`src/rtl/game_tick_controller.sv`:
```
// game_tick_controller
//   Periodic tick source for the game loop. A 32-bit reload down-counter is
//   sequenced by an IDLE/RUN/PAUSED state machine. The tick period comes from
//   the difficulty level or from a software override. A new period is only
//   picked up at the next reload, so a tick interval is never cut short or
//   doubled.
//
// Ports
//   clock            system clock, rising edge
//   reset            synchronous, active-high reset
//   start            pulse: (re)start counting from a full period
//   pause_toggle     pulse: RUN <-> PAUSED
//   level_up         pulse: increment level (saturating), drop the override
//   override_valid   pulse: latch override_period as the period
//   override_period  requested period in cycles (0 is treated as 1)
//   tick             registered one-cycle pulse, once per period
//   running          high in RUN
//   paused           high in PAUSED
//   level            current difficulty level
//   period           effective period register
module game_tick_controller #(
  parameter int unsigned BASE_PERIOD = 50_000_000,
  parameter int unsigned PERIOD_STEP = 5_000_000,
  parameter int unsigned MIN_PERIOD  = 5_000_000,
  parameter int unsigned NUM_LEVELS  = 8
) (
  input  logic        clock,
  input  logic        reset,
  input  logic        start,
  input  logic        pause_toggle,
  input  logic        level_up,
  input  logic        override_valid,
  input  logic [31:0] override_period,
  output logic        tick,
  output logic        running,
  output logic        paused,
  output logic [2:0]  level,
  output logic [31:0] period
);

  typedef enum logic [1:0] {
    ST_IDLE,
    ST_RUN,
    ST_PAUSED
  } state_e;

  localparam logic [2:0]  LEVEL_MAX    = 3'(NUM_LEVELS - 1);
  localparam logic [31:0] RESET_PERIOD = (BASE_PERIOD > MIN_PERIOD) ?
                                         32'(BASE_PERIOD) : 32'(MIN_PERIOD);

  state_e      state_q;
  logic [31:0] counter_q;
  logic        tick_q;
  logic        running_q;
  logic        paused_q;
  logic [2:0]  level_q,   level_d;
  logic        ovr_q,     ovr_d;
  logic [31:0] ovr_val_q, ovr_val_d;
  logic [31:0] period_q,  period_d;

  logic [32:0] lvl_prod;
  logic [32:0] lvl_diff;
  logic        count_zero;
  logic [31:0] reload_val;
  logic [31:0] counter_step;

  // Level / override bookkeeping and the period derived from their next state.
  always_comb begin
    level_d   = level_q;
    ovr_d     = ovr_q;
    ovr_val_d = ovr_val_q;
    if (level_up && (level_q < LEVEL_MAX)) begin
      level_d = level_q + 3'd1;
    end
    if (override_valid) begin
      ovr_d     = 1'b1;
      ovr_val_d = (override_period == '0) ? 32'd1 : override_period;
    end else if (level_up) begin
      ovr_d = 1'b0;
    end

    // 33-bit difference: bit 32 flags an underflow of the level formula.
    lvl_prod = 33'(level_d) * 33'(PERIOD_STEP);
    lvl_diff = 33'(BASE_PERIOD) - lvl_prod;
    if (ovr_d) begin
      period_d = ovr_val_d;
    end else if (lvl_diff[32] || (lvl_diff < 33'(MIN_PERIOD))) begin
      period_d = 32'(MIN_PERIOD);
    end else begin
      period_d = lvl_diff[31:0];
    end
  end

  // One countdown step; reload uses the period held before this edge.
  always_comb begin
    count_zero   = (counter_q == '0);
    reload_val   = period_q - 32'd1;
    counter_step = count_zero ? reload_val : (counter_q - 32'd1);
  end

  always_ff @(posedge clock) begin
    if (reset) begin
      state_q   <= ST_IDLE;
      counter_q <= '0;
      tick_q    <= 1'b0;
      running_q <= 1'b0;
      paused_q  <= 1'b0;
      level_q   <= '0;
      ovr_q     <= 1'b0;
      ovr_val_q <= '0;
      period_q  <= RESET_PERIOD;
    end else begin
      level_q   <= level_d;
      ovr_q     <= ovr_d;
      ovr_val_q <= ovr_val_d;
      period_q  <= period_d;
      tick_q    <= 1'b0;

      if (start) begin
        state_q   <= ST_RUN;
        running_q <= 1'b1;
        paused_q  <= 1'b0;
        counter_q <= reload_val;
      end else begin
        case (state_q)
          ST_IDLE: begin
            running_q <= 1'b0;
            paused_q  <= 1'b0;
          end
          ST_RUN: begin
            if (pause_toggle) begin
              // Counter held; a tick due at zero is deferred until resume.
              state_q   <= ST_PAUSED;
              running_q <= 1'b0;
              paused_q  <= 1'b1;
            end else begin
              tick_q    <= count_zero;
              counter_q <= counter_step;
            end
          end
          ST_PAUSED: begin
            if (pause_toggle) begin
              // The resume edge is itself a counting edge, so the interval
              // stretches by exactly the number of cycles spent paused.
              state_q   <= ST_RUN;
              running_q <= 1'b1;
              paused_q  <= 1'b0;
              tick_q    <= count_zero;
              counter_q <= counter_step;
            end
          end
          default: begin
            state_q   <= ST_IDLE;
            running_q <= 1'b0;
            paused_q  <= 1'b0;
          end
        endcase
      end
    end
  end

  assign tick    = tick_q;
  assign running = running_q;
  assign paused  = paused_q;
  assign level   = level_q;
  assign period  = period_q;

endmodule

```
`config.mk`:
```
export PLATFORM = sky130hd
export DESIGN_NAME = game_tick_controller
export DESIGN_NICKNAME = d
export VERILOG_FILES = /design/src/rtl/game_tick_controller.sv
export SDC_FILE = /design/constraint.sdc
export NUM_CORES = 1
export LEC_CHECK = 0
export CORE_UTILIZATION = 31
export CTS_BUF_LIST = sky130_fd_sc_hd__clkbuf_4
export CTS_CLUSTER_DIAMETER = 50
export DETAILED_ROUTE_END_ITERATION = 6
export PLACE_DENSITY_LB_ADDON = 0.15
export SLEW_MARGIN = 10
export SYNTH_ARGS = -nofsm -noshare
export SYNTH_HDL_FRONTEND = slang
export SYNTH_SLANG_ARGS = --single-unit
```
`constraint.sdc`:
```
create_clock -name clock -period 5.1 [get_ports clock]
set_input_delay 1.02 -clock clock [delete_from_list [all_inputs] [get_ports clock]]
set_output_delay 1.02 -clock clock [all_outputs]
set_load 0.05 [all_outputs]
```
==> impl_metrics.json <==
{
  "clk_pin_slew_ps": 160,
  "clk_path_buf_depth": 2,
  "crit_chain": "clkdlybuf4s50_1 -> a21boi_0 -> o21ai_1 -> buf_4 -> ha_1 -> inv_1 -> fa_1 -> and4bb_1 -> a311o_2 -> nor3b_1 -> a2bb2o_1 -> nand2_1 -> or3_4 -> a31oi_4 -> o211ai_2 -> a311o_1",
  "synthTopCellsByArea": "dfxtp_1 34%, nor2_1 7.3%, mux2i_1 5.2%",
  "syn_area_um2": 6168,
  "cts_hold_buf": 0,
  "synth_common_cells": "120 x nor2_1, 105 x dfxtp_1, 53 x nand2_1",
  "ioPinCount": 76,
  "end_kind": "register",
  "vias_per_cell": 5.038,
  "seqPwrFrac_pct": 46.5,
  "layout.nets": 922,
  "synthArstFlopShare_pct": 0,
  "synth-main-ff-cell": "dfxtp_1",
  "wl_per_cell_um": 15.79,
  "ys_seq_area_share_pct": 34.08,
  "slew_violations": 0,
  "final-seq-area_um2": 2102,
  "final_core_util_pct": 39.02,
  "relSlewSlack_pct": 32.64,
  "drcViolationCount": 0,
  "dieArea_um2": 20470,
  "dr.pass1.iters": 7,
  "grt_pass1_wl_mm": 28.84,
  "grt_antenna_before_repair": 0,
  "grt_max_degree": 69,
  "crit_required_ps": 5480,
  "cts_tree": "yes",
  "synth_nets": 826,
  "drt-total-wl_mm": 17.89,
  "cts.sinks": 105,
  "drtIter0Drc": 337,
  "fin_crit_sh_pct": 94.06,
  "setup-violations-final": 0,
  "synth_seq_cells": 105,
  "die_y_um": 143.1,
  "area_delta_synth_final_pct": 23.12,
  "worstMarginPinSlew_ps": 1010,
  "vias": 5708,
  "critPathKind": "in2reg",
  "swShare_pct": 37.67,
  "timing_hold_violations_final": 0,
  "critical_path_peak_fanout": 13,
  "synth_top_area_share_pct": 34.08,
  "cp-start-kind": "input pin",
  "leakagePower_nw": 2.880,
  "dpl.hpwl_mm": 13.48,
  "initial_core_util_pct": 31.69,
  "syn_avg_cell_area_um2": 8.032,
  "synth_top_area_cell": "dfxtp_1",
  "grt_pass1_vias": 5326,
  "grt_usage_pct": 18.30,
  "cts_setup_buffers": 0,
  "chipWidth_um": 143.1,
  "maxCapViolCount": 0,
  "syn_inst": 768,
  "period_minus_slack_ps": 4797,
  "grt-ovfl-total": 0,
  "powerDensity_nw_per_um2": 268.1,
  "cp-startpoint": "level_up",
  "clock_latency_ps": 480,
  "diodes": 0,
  "h-tree-depth": 3,
  "hold_path.class": "reg2reg",
  "holdCritStartpoint": "counter_q[20]",
  "pwr-share-comb_pct": 32.8,
  "synth.most_common_cell": "nor2_1",
  "place.gp.congestion": 0.7827,
  "core_area_um2": 19460,
  "io_buffers": 75,
  "rsz0062_at_grt": "false",
  "fin_worst_skew_ps": 19.30,
  "pwr-share-clk_pct": 20.7,
  "setup-tns-final_ps": 0,
  "cp_slowest_stage_delay_ps": 530,
  "multiInputGateArea_um2": 3829,
  "r2r-start": "level[0]",
  "crit_arrival_ps": 5180,
  "crit_path_top_delay_cell": "clkdlybuf4s50_1",
  "max_freq_ghz": 0.2085,
  "cts_root_buf": "clkbuf_4",
  "drive_gt1_share_pct": 10.94,
  "outcome": "finished clean",
  "ctsResizeCount": 0,
  "internal_power_mw": 1.269,
  "cts_made_buffers": 9,
  "peakVddDrop_uv": 144.4,
  "synth_edf_count": 0,
  "antenna_left": 0,
  "synth.distinct_cells": 71,
  "switching_power_uw": 767.2,
  "rows": 51,
  "yosysWarnings": 0,
  "final.fill_count": 2058
}
sequential cells by signal, indices dropped and copies added, names as in the netlist:
signal / count
ovr_val_q: 32
period: 32
ovr_q: 1
tick: 1
state_q: 2
running: 1
paused: 1
level: 3
counter_q: 32
area by class of cell:
type,instances,share of cell area (%)
Clock buffer,10,0.9885
Clock inverter,5,0.6096
Inverter,18,0.9226
Multi-Input combinational cell,602,50.41
Sequential cell,105,27.68
Tap cell,265,4.366
Timing Repair Buffer,128,15.02
cells by family (layout without fill, tap and decap cells):
group	after synthesis	after routing	synth area share, %
AO/OA/AOI/OAI	191	191	21.34
AND/OR/NAND/NOR	311	311	24.06
flip-flops	105	105	34.08
XOR/XNOR	48	48	7.120
buffers and inverters	61	161	4.037
multiplexers	32	32	5.193
adder cells (fa/ha/maj)	20	20	4.179
power groups by stage:
| stage | combinational, mW | clock, mW | sequential (mW) |
|---|---|---|---|
| 2_1_floorplan | 0.359 | 0 | 1.03 |
| 3_3_place_gp | 0.670 | 0 | 0.965 |
| 3_5_place_dp | 0.667 | 0 | 0.965 |
| 4_1_cts | 0.670 | 0.440 | 0.947 |
| 5_1_grt | 0.729 | 0.467 | 0.957 |
| 6_report | 0.667 | 0.422 | 0.947 |
metal layers:
layer	global-route usage [%]	share of wire (%)	vias up
li1	-	-	2958
met1	25.60	50	2641
met2	29.47	47	101
met3	3.454	2.8	8
met4	2.716	0.56	0
met5	0	0	-
stage by stage:
step                hold slack, ps  cell area [um^2]  std cells  setup WS [ps]  total power, mW
floorplan                    431.6              6168        768          367.7            1.384
global route                 514.3              7595       1133          68.34            2.153
CTS                          468.5              7595       1133          357.3            2.057
detailed placement           448.3              7473       1118         -230.3            1.632
finish                       481.2              7595       1133          302.8            2.036
global placement             450.2              7473       1118         -127.2            1.635
worst max-delay path, delay by kind of cell:
family | cells | cell delay, ps
buf+inv | 3 | 740
compound gates | 7 | 1540
simple gates | 4 | 1110
fa+ha+maj | 2 | 740
layout by cell type, fill, tap and decap left out, types with 5 or more instances in the layout:
cell type,instances
ha_1,19
xnor2_1,29
xor2_1,18
a22oi_1,6
inv_1,16
nor3_1,40
nand4_1,7
or3_1,8
nor2b_1,9
nor4_1,21
a211oi_1,8
dfxtp_1,105
a31oi_1,8
nor2_1,119
a311o_1,6
o211ai_1,5
a21oi_1,48
nand3_1,20
nand2_1,53
clkdlybuf4s50_1,73
a41o_1,5
buf_4,54
o21bai_1,6
o22ai_1,10
clkbuf_4,10
o21ai_0,46
and2_1,5
mux2i_1,32
nand2b_1,5
final timing paths:
path                                 endpoint  slack (ps)  depth (start not counted)
worst min-delay path            counter_q[20]         480                          2
worst max register to register      period[7]         720                         16
worst min register to register  counter_q[20]         480                          2
worst max-delay path                period[7]         300                         16
No activity file was read; power rests on OpenSTA's default activity.
